## src/rtl/vga_timing_pkg.sv

```systemverilog
// Shared 640x480@60 raster constants and control-bit bundle for the VGA output path.
package vga_timing_pkg;

  localparam int unsigned COLOR_W = 10;
  localparam int unsigned CNT_W   = 10;

  localparam int unsigned VGA_H_ACTIVE = 640;
  localparam int unsigned VGA_H_FRONT  = 16;
  localparam int unsigned VGA_H_SYNC   = 96;
  localparam int unsigned VGA_H_BACK   = 48;
  localparam int unsigned VGA_V_ACTIVE = 480;
  localparam int unsigned VGA_V_FRONT  = 10;
  localparam int unsigned VGA_V_SYNC   = 2;
  localparam int unsigned VGA_V_BACK   = 33;

  localparam int unsigned VGA_H_TOTAL =
    VGA_H_ACTIVE + VGA_H_FRONT + VGA_H_SYNC + VGA_H_BACK;
  localparam int unsigned VGA_V_TOTAL =
    VGA_V_ACTIVE + VGA_V_FRONT + VGA_V_SYNC + VGA_V_BACK;

  localparam int unsigned VGA_H_SYNC_START = VGA_H_ACTIVE + VGA_H_FRONT;
  localparam int unsigned VGA_H_SYNC_END   = VGA_H_SYNC_START + VGA_H_SYNC;
  localparam int unsigned VGA_V_SYNC_START = VGA_V_ACTIVE + VGA_V_FRONT;
  localparam int unsigned VGA_V_SYNC_END   = VGA_V_SYNC_START + VGA_V_SYNC;

  // Sync bits are "in sync" flags (active-high), polarity is applied at the pins.
  typedef struct packed {
    logic hs;
    logic vs;
    logic active;
  } ctl_t;

endpackage

```

## src/rtl/vga_delay_line.sv

```systemverilog
// Fixed-depth shift register with asynchronous active-low clear.
module vga_delay_line #(
  parameter int unsigned DEPTH = 1,
  parameter int unsigned WIDTH = 1
) (
  input  logic             clk_i,
  input  logic             rst_ni,
  input  logic [WIDTH-1:0] d_i,
  output logic [WIDTH-1:0] q_o
);

  logic [WIDTH-1:0] stage_q [DEPTH];

  always_ff @(posedge clk_i or negedge rst_ni) begin
    if (!rst_ni) begin
      for (int unsigned i = 0; i < DEPTH; i++) stage_q[i] <= '0;
    end else begin
      stage_q[0] <= d_i;
      for (int unsigned i = 1; i < DEPTH; i++) stage_q[i] <= stage_q[i-1];
    end
  end

  assign q_o = stage_q[DEPTH-1];

endmodule

```

## src/rtl/vga_timing_ctrl.sv

```systemverilog
// Raster counters, coordinate/strobe outputs, and latency-matched sync/blank/RGB pins.
module vga_timing_ctrl
  import vga_timing_pkg::*;
#(
  parameter int unsigned H_ACTIVE    = VGA_H_ACTIVE,
  parameter int unsigned H_FRONT     = VGA_H_FRONT,
  parameter int unsigned H_SYNC      = VGA_H_SYNC,
  parameter int unsigned H_BACK      = VGA_H_BACK,
  parameter int unsigned V_ACTIVE    = VGA_V_ACTIVE,
  parameter int unsigned V_FRONT     = VGA_V_FRONT,
  parameter int unsigned V_SYNC      = VGA_V_SYNC,
  parameter int unsigned V_BACK      = VGA_V_BACK,
  parameter int unsigned HS_POL      = 0,
  parameter int unsigned VS_POL      = 0,
  parameter int unsigned PIX_LATENCY = 1
) (
  input  logic               iVGA_CLK,
  input  logic               iRST_n,
  input  logic [COLOR_W-1:0] iRed,
  input  logic [COLOR_W-1:0] iGreen,
  input  logic [COLOR_W-1:0] iBlue,
  output logic [CNT_W-1:0]   oVGA_X,
  output logic [CNT_W-1:0]   oVGA_Y,
  output logic [COLOR_W-1:0] oVGA_R,
  output logic [COLOR_W-1:0] oVGA_G,
  output logic [COLOR_W-1:0] oVGA_B,
  output logic               oVGA_HS,
  output logic               oVGA_VS,
  output logic               oVGA_BLANK_n,
  output logic               oVGA_SYNC_n,
  output logic               oFrame_start,
  output logic               oLine_start
);

  localparam int unsigned H_TOTAL = H_ACTIVE + H_FRONT + H_SYNC + H_BACK;
  localparam int unsigned V_TOTAL = V_ACTIVE + V_FRONT + V_SYNC + V_BACK;
  localparam int unsigned H_SS    = H_ACTIVE + H_FRONT;
  localparam int unsigned H_SE    = H_SS + H_SYNC;
  localparam int unsigned V_SS    = V_ACTIVE + V_FRONT;
  localparam int unsigned V_SE    = V_SS + V_SYNC;
  localparam logic        HS_ACT  = 1'(HS_POL);
  localparam logic        VS_ACT  = 1'(VS_POL);

  if (H_TOTAL > 1024 || V_TOTAL > 1024) begin : g_bad_total
    $fatal(1, "vga_timing_ctrl: H_TOTAL/V_TOTAL exceed 10-bit counter range");
  end
  if (PIX_LATENCY < 1 || PIX_LATENCY > 4) begin : g_bad_latency
    $fatal(1, "vga_timing_ctrl: PIX_LATENCY must be 1..4");
  end

  logic               run_q;
  logic [CNT_W-1:0]   h_cnt_q, h_cnt_d, v_cnt_q, v_cnt_d;
  logic [CNT_W-1:0]   x_q, y_q;
  logic               fs_q, ls_q;
  logic               active_d;
  ctl_t               ctl_in, ctl_dly;
  logic               hs_q, vs_q, blank_n_q;
  logic [COLOR_W-1:0] r_q, g_q, b_q;

  // Counters hold at 0 for the first clock after reset so that h=0,v=0 is presented once.
  always_comb begin
    h_cnt_d = h_cnt_q;
    v_cnt_d = v_cnt_q;
    if (run_q) begin
      if (h_cnt_q == CNT_W'(H_TOTAL - 1)) begin
        h_cnt_d = '0;
        v_cnt_d = (v_cnt_q == CNT_W'(V_TOTAL - 1)) ? '0 : v_cnt_q + 1'b1;
      end else begin
        h_cnt_d = h_cnt_q + 1'b1;
      end
    end
    active_d = (h_cnt_d < CNT_W'(H_ACTIVE)) && (v_cnt_d < CNT_W'(V_ACTIVE));
  end

  always_comb begin
    ctl_in.active = run_q && (h_cnt_q < CNT_W'(H_ACTIVE)) && (v_cnt_q < CNT_W'(V_ACTIVE));
    ctl_in.hs     = run_q && (h_cnt_q >= CNT_W'(H_SS)) && (h_cnt_q < CNT_W'(H_SE));
    ctl_in.vs     = run_q && (v_cnt_q >= CNT_W'(V_SS)) && (v_cnt_q < CNT_W'(V_SE));
  end

  // X/Y and strobes load from next-state so they sit in the same cycle as the counters.
  always_ff @(posedge iVGA_CLK or negedge iRST_n) begin
    if (!iRST_n) begin
      run_q   <= 1'b0;
      h_cnt_q <= '0;
      v_cnt_q <= '0;
      x_q     <= '0;
      y_q     <= '0;
      fs_q    <= 1'b0;
      ls_q    <= 1'b0;
    end else begin
      run_q   <= 1'b1;
      h_cnt_q <= h_cnt_d;
      v_cnt_q <= v_cnt_d;
      x_q     <= active_d ? h_cnt_d : '0;
      y_q     <= active_d ? v_cnt_d : '0;
      fs_q    <= (h_cnt_d == '0) && (v_cnt_d == '0);
      ls_q    <= (h_cnt_d == '0);
    end
  end

  vga_delay_line #(
    .DEPTH(PIX_LATENCY),
    .WIDTH($bits(ctl_t))
  ) u_ctl_dly (
    .clk_i  (iVGA_CLK),
    .rst_ni (iRST_n),
    .d_i    (ctl_in),
    .q_o    (ctl_dly)
  );

  always_ff @(posedge iVGA_CLK or negedge iRST_n) begin
    if (!iRST_n) begin
      hs_q      <= ~HS_ACT;
      vs_q      <= ~VS_ACT;
      blank_n_q <= 1'b0;
      r_q       <= '0;
      g_q       <= '0;
      b_q       <= '0;
    end else begin
      hs_q      <= ctl_dly.hs ? HS_ACT : ~HS_ACT;
      vs_q      <= ctl_dly.vs ? VS_ACT : ~VS_ACT;
      blank_n_q <= ctl_dly.active;
      r_q       <= ctl_dly.active ? iRed   : '0;
      g_q       <= ctl_dly.active ? iGreen : '0;
      b_q       <= ctl_dly.active ? iBlue  : '0;
    end
  end

  assign oVGA_X       = x_q;
  assign oVGA_Y       = y_q;
  assign oFrame_start = fs_q;
  assign oLine_start  = ls_q;
  assign oVGA_HS      = hs_q;
  assign oVGA_VS      = vs_q;
  assign oVGA_BLANK_n = blank_n_q;
  assign oVGA_R       = r_q;
  assign oVGA_G       = g_q;
  assign oVGA_B       = b_q;
  assign oVGA_SYNC_n  = 1'b0;

endmodule

```

## config.mk

```make
export PLATFORM = sky130hd
export DESIGN_NAME = vga_timing_ctrl
export DESIGN_NICKNAME = d
export VERILOG_FILES = /design/src/rtl/vga_timing_pkg.sv /design/src/rtl/vga_delay_line.sv /design/src/rtl/vga_timing_ctrl.sv
export SDC_FILE = /design/constraint.sdc
export NUM_CORES = 1
export LEC_CHECK = 0
export ABC_AREA = 0
export CORE_ASPECT_RATIO = 0.6
export CORE_MARGIN = 2
export CORE_UTILIZATION = 40
export CTS_BUF_LIST = sky130_fd_sc_hd__clkbuf_4 sky130_fd_sc_hd__clkbuf_8
export DETAILED_ROUTE_END_ITERATION = 6
export PLACE_DENSITY_LB_ADDON = 0.1
export SYNTH_ARGS = -nofsm -noshare
export SYNTH_HDL_FRONTEND = slang
export SYNTH_SLANG_ARGS = --single-unit
```

## constraint.sdc

```tcl
create_clock -name iVGA_CLK -period 3.8 [get_ports iVGA_CLK]
set_clock_uncertainty 0.1 [all_clocks]
set_input_delay 0.38 -clock iVGA_CLK [delete_from_list [all_inputs] [get_ports iVGA_CLK]]
set_output_delay 0.38 -clock iVGA_CLK [all_outputs]
set_load 0.1 [all_outputs]
```

==> metrics.md, run 1 <==
| Metric | Value |
|---|---|
| Min Tclk post-route | `3189 ps` |
| Die area | `between 8000 and 9000 um2` |
| DP Wirelength | `5032 um` |
| Port Buffers | `86` |
| Final hold violation count | `0` |
| TritonCTS buffer count | `9` |
| Detailed-route via count | `2385` |
| Top post-synthesis cells by area | `dfrtp_1 59%, and2_1 5.7%, nor3b_1 3.2%, nand2_1 2.6%, nor3_1 1.8%` |
| Cts repair resizes | `0` |
| Cell taking the most area after synthesis | `dfrtp_1` |
| Layout Nets | `417` |
| Core ar. | `7914 um2` |
| Crit path kind | `reg -> reg` |
| # Post-CTS Setup Buffers | `0` |
| Outcome | `finished clean` |
| Layout area overhead | `35.25%` |
| Placement Setup Slack | `632.8 ps` |
| Setup Total Neg Slack | `0 ps` |
| H-tree depth | `3` |
| Final wirelength | `7113 um` |
| Post-synth top flop | `dfrtp_1` |
| Max-Cap Viols | `0` |
| # clock sinks | `79` |
| Most common cell in the netlist | `dfrtp_1` |
| Largest net degree at the start of global routing | `80` |
| Worst hold margin | `78.25 ps` |
| IR drop worst, VDD | `just under 600 uV` |
| First-pass GRT wire length | `11610 um` |
| Post-route antenna net violation count | `0` |
| Synth cell types | `47` |
| Clock latency on the worst-skew pair | `roughly 350 ps` |
| Pre-Repair DR Iteration Count | `4` |
| Sequential area share after synthesis | `0.6029` |
| RD Place Congestion | `0.9000` |
| RSZ-0062 raised after global routing | `false` |
| FMAX | `between 300 and 400 MHz` |
| Post-synth ARST share | `1.000` |
| Max-slew violation count | `0` |
| Setup crit end kind | `flip-flop` |
| Startpoint types | `flip-flop` |
| Root Driver | `clkbuf_8` |
| Crit Reg-Reg Startpoint | `h_cnt_q[5]` |
| CP max FO | `12` |
| FF-to-FF setup slack | `610 ps` |
| Worst Max-Slew Pin Slew | `989.1 ps` |
| Final Cycle Share | `0.8393` |
| Synthesized instance count | `approximately 300` |
| CTS tree | `built` |
| Drt first-iter violations | `105` |
| Overflow left after global routing | `0` |
| Synth Register Bits | `79` |
| Share of layout cells above drive strength 1 | `0.09067` |
| Slew margin rel. | `0.3386` |
| Post-synth EDFFs | `0` |
| Final worst slack | `approximately 610 ps` |
| # IOs | `88` |
| Row count | `25` |
| Vias/cell | `between 4 and 5` |
| Initial antenna violation count | `0` |
| Vias in the first global route | `between 2k and 2.5k` |
| Crit path DAT | `about 3300 ps` |
| Reg2reg end | `oVGA_X[5]` |
| Post-synthesis cell area | `3283 um2` |
| Worst Path Required | `between 3000 and 4000 ps` |
| Diodes inserted | `0` |
| Initial core utilization | `0.4149` |
| Syn avg cell area | `11.13 um2` |
| Synth top area share | `0.5869` |
| Final setup viols | `0` |
| Clk buf depth | `2` |
| Die Y | `74.18 um` |
| Yosys warns | `0` |
| Leak Pwr | `1.920 nW` |
| All-Layer GR Usage | `0.1719` |
| Worst-path clk slew | `90 ps` |
| DRC violations left | `0` |
| Reg2Reg Depth | `7` |
| Most frequent cells after synthesis | `77 x dfrtp_1, 30 x and2_1, 23 x nand2_1, 16 x inv_1, 14 x nor3b_1` |
| Pwr/cell area | `536.7 nW/um2` |
| Wirelength per Cell | `14.40 um` |
| Chip Width | `about 120 um` |
| Post-CTS Hold Buffers | `0` |
| Worst hold path class | `in -> async` |
-- final cells by class --
class | instances | area (um2)
inverter | 16 | 60.06
sequential | 79 | 1979
clock inverter | 7 | 81.33
tap | 108 | 135.1
multi-input combinational | 183 | 1157
fill | 702 | 3473
clock buffer | 9 | 123.9
timing repair buffer | 92 | 903.4
-- worst max-delay path, stage by stage, from the launching register on --
cell and delay, ps:
dfrtp_1 490, or4b_4 600, or3_1 520, or3_4 450
xor2_2 190, nor3_4 360, buf_4 270, nor3_1 80
-- registers in the layout (all words and copies together) (netlist names), 3 cells and up --
| name | flops |
|---|---|
| oVGA_R | 10 |
| oVGA_G | 10 |
| v_cnt_q | 10 |
| oVGA_X | 10 |
| oVGA_Y | 10 |
| h_cnt_q | 10 |
| u_ctl_dly.q_o | 3 |
| oVGA_B | 10 |
-- cell families after synthesis --
kind of cell | after synthesis | synth area share
AOI/OAI and AO/OA | 36 | 0.07050
xor gates and xnor gates | 10 | 0.02896
adders and majority gates | 4 | 0.01524
buffers and inverters | 34 | 0.04573
DFF | 79 | 0.6029
muxes | 2 | 0.006479
other | 2 | 0.002287
and+or+nand+nor | 128 | 0.2279
-- placed cells by master (no fill, tap or decap), drive strengths merged, types with 2 or more instances in the layout --
cell and instances:
nand4 6, conb 3, clkinvlp 3, or4b 2
a21o 2, or3 3, dfrtp 77, xnor2 5
inv 18, xor2 5, clkbuf 9, nor4b 3
o21ai 12, a31oi 5, a21oi 5, dfstp 2
or2 3, nor3b 14, and2 30, and4 2
nand3 8, ha 4, nor4 6, o31ai 3
nor3 13, nand2 23, nor2 11, clkdlybuf4s50 85
buf 7, o22ai 2
-- power breakdown --
part	leakage, nW	total (mW)	switching [mW]	internal, mW
combinational	0.791	0.749	0.552	0.197
sequential	1.04	1.00	0.0770	0.926
clock	0.0940	0.631	0.320	0.311
-- per-stage QoR --
| step | util | power (mW) | instances | instance area [um2] |
|---|---|---|---|---|
| global placement | 0.5352 | 1.768 | 478 | 4235 |
| floorplan | - | 1.568 | 296 | 3287 |
| finish | 0.5611 | 2.383 | 494 | 4441 |
| detailed placement | 0.5352 | 1.768 | 478 | 4235 |
| CTS | 0.5611 | 2.415 | 494 | 4441 |
| global route | 0.5611 | 2.501 | 494 | 4441 |
-- worst max path at each step --
| stage | depth (start not counted) | startpoint | end | slack [ps] |
|---|---|---|---|---|
| global route | 8 | h_cnt_q[5] | oVGA_X[5] | 440 |
| finish | 7 | h_cnt_q[5] | oVGA_X[5] | 610 |
| global placement | 7 | h_cnt_q[5] | oVGA_X[5] | 690 |
| CTS | 7 | h_cnt_q[5] | oVGA_X[5] | 610 |
| detailed placement | 7 | h_cnt_q[5] | oVGA_X[5] | 630 |
| floorplan | 9 | h_cnt_q[5] | oVGA_X[5] | 950 |
-- metal layers --
metal	track usage	part of all wire	vias up
met1	0.2687	0.54	1134
met4	0.05943	0.0084	0
met3	0.05905	0.063	5
met2	0.2166	0.39	77
li1	-	-	1169
met5	0	0	-
Power figures use the tool's default switching activity.
==> run 2: changes to the inputs <==
==> constraint.sdc (replaced) <==
create_clock -name iVGA_CLK -period 2.9 [get_ports iVGA_CLK]
set_clock_uncertainty 0.1 [all_clocks]
set_input_delay 0.29 -clock iVGA_CLK [delete_from_list [all_inputs] [get_ports iVGA_CLK]]
set_output_delay 0.29 -clock iVGA_CLK [all_outputs]
set_load 0.1 [all_outputs]
==> metrics.md, run 2 (synthesis results as in run 1) <==
| Metric | Value |
|---|---|
| Initial antenna violation count | `0 (unchanged)` |
| Startpoint types | `flip-flop (unchanged)` |
| Slew margin rel. | `0.3561 (was 0.3386)` |
| # clock sinks | `79 (unchanged)` |
| Post-layout instance area | `4438 um2 (was 4441 um2)` |
| Worst hold path class | `in -> async (unchanged)` |
| Slowest Stage Delay on Critical Path | `570 ps (was 600 ps)` |
| Violated checks | `hold timing` |
| TritonCTS buffer count | `9 (unchanged)` |
| Vias in the first global route | `2279 (was 2234)` |
| Final setup viols | `0 (unchanged)` |
| Worst Path Required | `3020 ps (was 3920 ps)` |
| Setup crit end kind | `flip-flop (unchanged)` |
| Share of layout cells above drive strength 1 | `0.2638 (was 0.09067)` |
| Most common cell after layout, fill and taps aside | `dfrtp_1 (was clkdlybuf4s50_1)` |
| Post-CTS Hold Buffers | `0 (unchanged)` |
| Met2 usage | `0.2416 (was 0.2166)` |
| Worst path slowest cell | `or4b_4 (unchanged)` |
| # IOs | `88 (unchanged)` |
| # Post-CTS Setup Buffers | `0 (unchanged)` |
| Worst Max-Slew Pin Slew | `965.8 ps (was 989.1 ps)` |
| Final Cycle Share | `0.9538 (was 0.8393)` |
| Initial core utilization | `0.4149 (unchanged)` |
| Max-Cap Viols | `0 (unchanged)` |
| Row count | `25 (unchanged)` |
| Diodes inserted | `0 (unchanged)` |
| Core ar. | `7914 um2 (unchanged)` |
| DP Area | `4188 um2 (was 4235 um2)` |
| Min Tclk post-route | `2766 ps (was 3189 ps)` |
| IR drop worst, VDD | `676.6 uV (was 582.8 uV)` |
| DRC violations left | `0 (unchanged)` |
| Root Driver | `clkbuf_8 (unchanged)` |
| DP Wirelength | `5399 um (was 5032 um)` |
| Cts repair resizes | `0 (unchanged)` |
| Die Y | `74.18 um (unchanged)` |
| Worst-path clk slew | `80 ps (was 90 ps)` |
| Vias/cell | `4.875 (was 4.828)` |
| GR Layer Usage met3 | `0.05598 (was 0.05905)` |
| H-tree depth | `3 (unchanged)` |
| Overflow left after global routing | `0 (unchanged)` |
| Post-route antenna net violation count | `0 (unchanged)` |
| Final hold violation count | `2 (was 0)` |
| Max-slew violation count | `0 (unchanged)` |
| Wirelength per Cell | `14.92 um (was 14.40 um)` |
| Met1 Resource Use GR | `0.2785 (was 0.2687)` |
| Port Buffers | `86 (unchanged)` |
| RD Place Congestion | `0.9102 (was 0.9000)` |
| Largest net degree at the start of global routing | `80 (unchanged)` |
| Final wirelength | `7548 um (was 7113 um)` |
| Setup Total Neg Slack | `0 ps (unchanged)` |
| Layout Nets | `429 (was 417)` |
| Outcome | `finished, violations left (was finished clean)` |
| Crit path DAT | `2890 ps (was 3310 ps)` |
| Crit path kind | `reg -> reg (unchanged)` |
| Pwr/cell area | `725.8 nW/um2 (was 536.7 nW/um2)` |
| All-Layer GR Usage | `0.1826 (was 0.1719)` |
| Clk buf depth | `2 (unchanged)` |
| RSZ-0062 raised after global routing | `true (was false)` |
| Detailed-route via count | `2467 (was 2385)` |
| Chip Width | `121.0 um (unchanged)` |
| Worst hold margin | `-7.903 ps (was 78.25 ps)` |
| Drt first-iter violations | `134 (was 105)` |
| CP max FO | `12 (unchanged)` |
| Pre-Repair DR Iteration Count | `5 (was 4)` |
| Top Usage Layer GRT | `met1 (unchanged)` |
| FMAX | `361.5 MHz (was 313.5 MHz)` |
| First-pass GRT wire length | `12200 um (was 11610 um)` |
| Clock latency on the worst-skew pair | `350 ps (about the same)` |
| Most frequent cells in the layout | `77 x dfrtp_1, 74 x buf_4, 30 x and2_1, 30 x clkdlybuf4s50_1, 23 x nand2_1 (was 85 x clkdlybuf4s50_1, 77 x dfrtp_1, 30 x and2_1, 23 x nand2_1, 16 x inv_1)` |
| CTS tree | `built (unchanged)` |
| Layout Utilization | `0.5608 (was 0.5611)` |
| Layout area overhead | `35.18% (was 35.25%)` |
| Leak Pwr | `2.095 nW (was 1.920 nW)` |
| CP cell instances | `or4b_4, or3_1, or3_4, xor2_2, nor3_4, buf_4, nor3_1 (unchanged)` |
| Die area | `8972 um2 (unchanged)` |
==> run 2: cell count changes in the layout (fill, tap and decap cells not counted), moves of 2 or more <==
cell             delta
buf_4              +67
clkdlybuf4s50_1    -55
clkinvlp_4          -3
clkbuf_4            +2
clkbuf_8            +2
==> run 2: stage by stage <==
step | setup slack [ps] | cells | total power [mW]
final | 133.8 | 506 | 3.221
after global routing | -4.544 | 506 | 3.371
after CTS | 92.27 | 506 | 3.261
after detailed placement | 120.0 | 490 | 2.317
after global placement | 221.5 | 490 | 2.317
after floorplan | 52.02 | 296 | 2.055
==> run 2: cell type report <==
class | instances | area [um2]
Fill cell | 707 | 3476
Sequential cell | 79 | 1979
Multi-Input combinational cell | 183 | 1176
Timing Repair Buffer | 104 | 855.8
Clock buffer | 13 | 166.4
Tap cell | 108 | 135.1
Clock inverter | 3 | 65.06
Inverter | 16 | 60.06
==> run 2: power breakdown <==
| group | internal [mW] | switching [mW] | total [mW] |
|---|---|---|---|
| logic | 0.251 | 0.759 | 1.01 |
| clock network | 0.550 | 0.373 | 0.923 |
| registers | 1.21 | 0.0733 | 1.29 |
==> run 2: final timing paths <==
kind                       depth (start not counted)         end        startpoint  slack [ps]
max                                                7   oVGA_X[2]        h_cnt_q[5]         130
min                                                1   oVGA_Y[9]            iRST_n          -8
max reg2reg                                        7   oVGA_X[2]        h_cnt_q[5]         130
min reg2reg                                        1     oVGA_VS  u_ctl_dly.q_o[1]         260
max in group asynchronous                          1  v_cnt_q[5]            iRST_n        2090
min in group iVGA_CLK                              1     oVGA_VS  u_ctl_dly.q_o[1]         260
==> run 2: layer usage <==
layer	vias up	share of wire
met2	88	0.41
met4	0	0.0083
met1	1179	0.50
met3	6	0.083
met5	-	0
li1	1194	-
==> run 2: worst max-delay path, delay by kind of cell, from the launching register on <==
kind,cells,cell delay [ps]
xor gates and xnor gates,1,190
and+or+nand+nor,5,1720
DFF,1,380
buffers and inverters,1,250
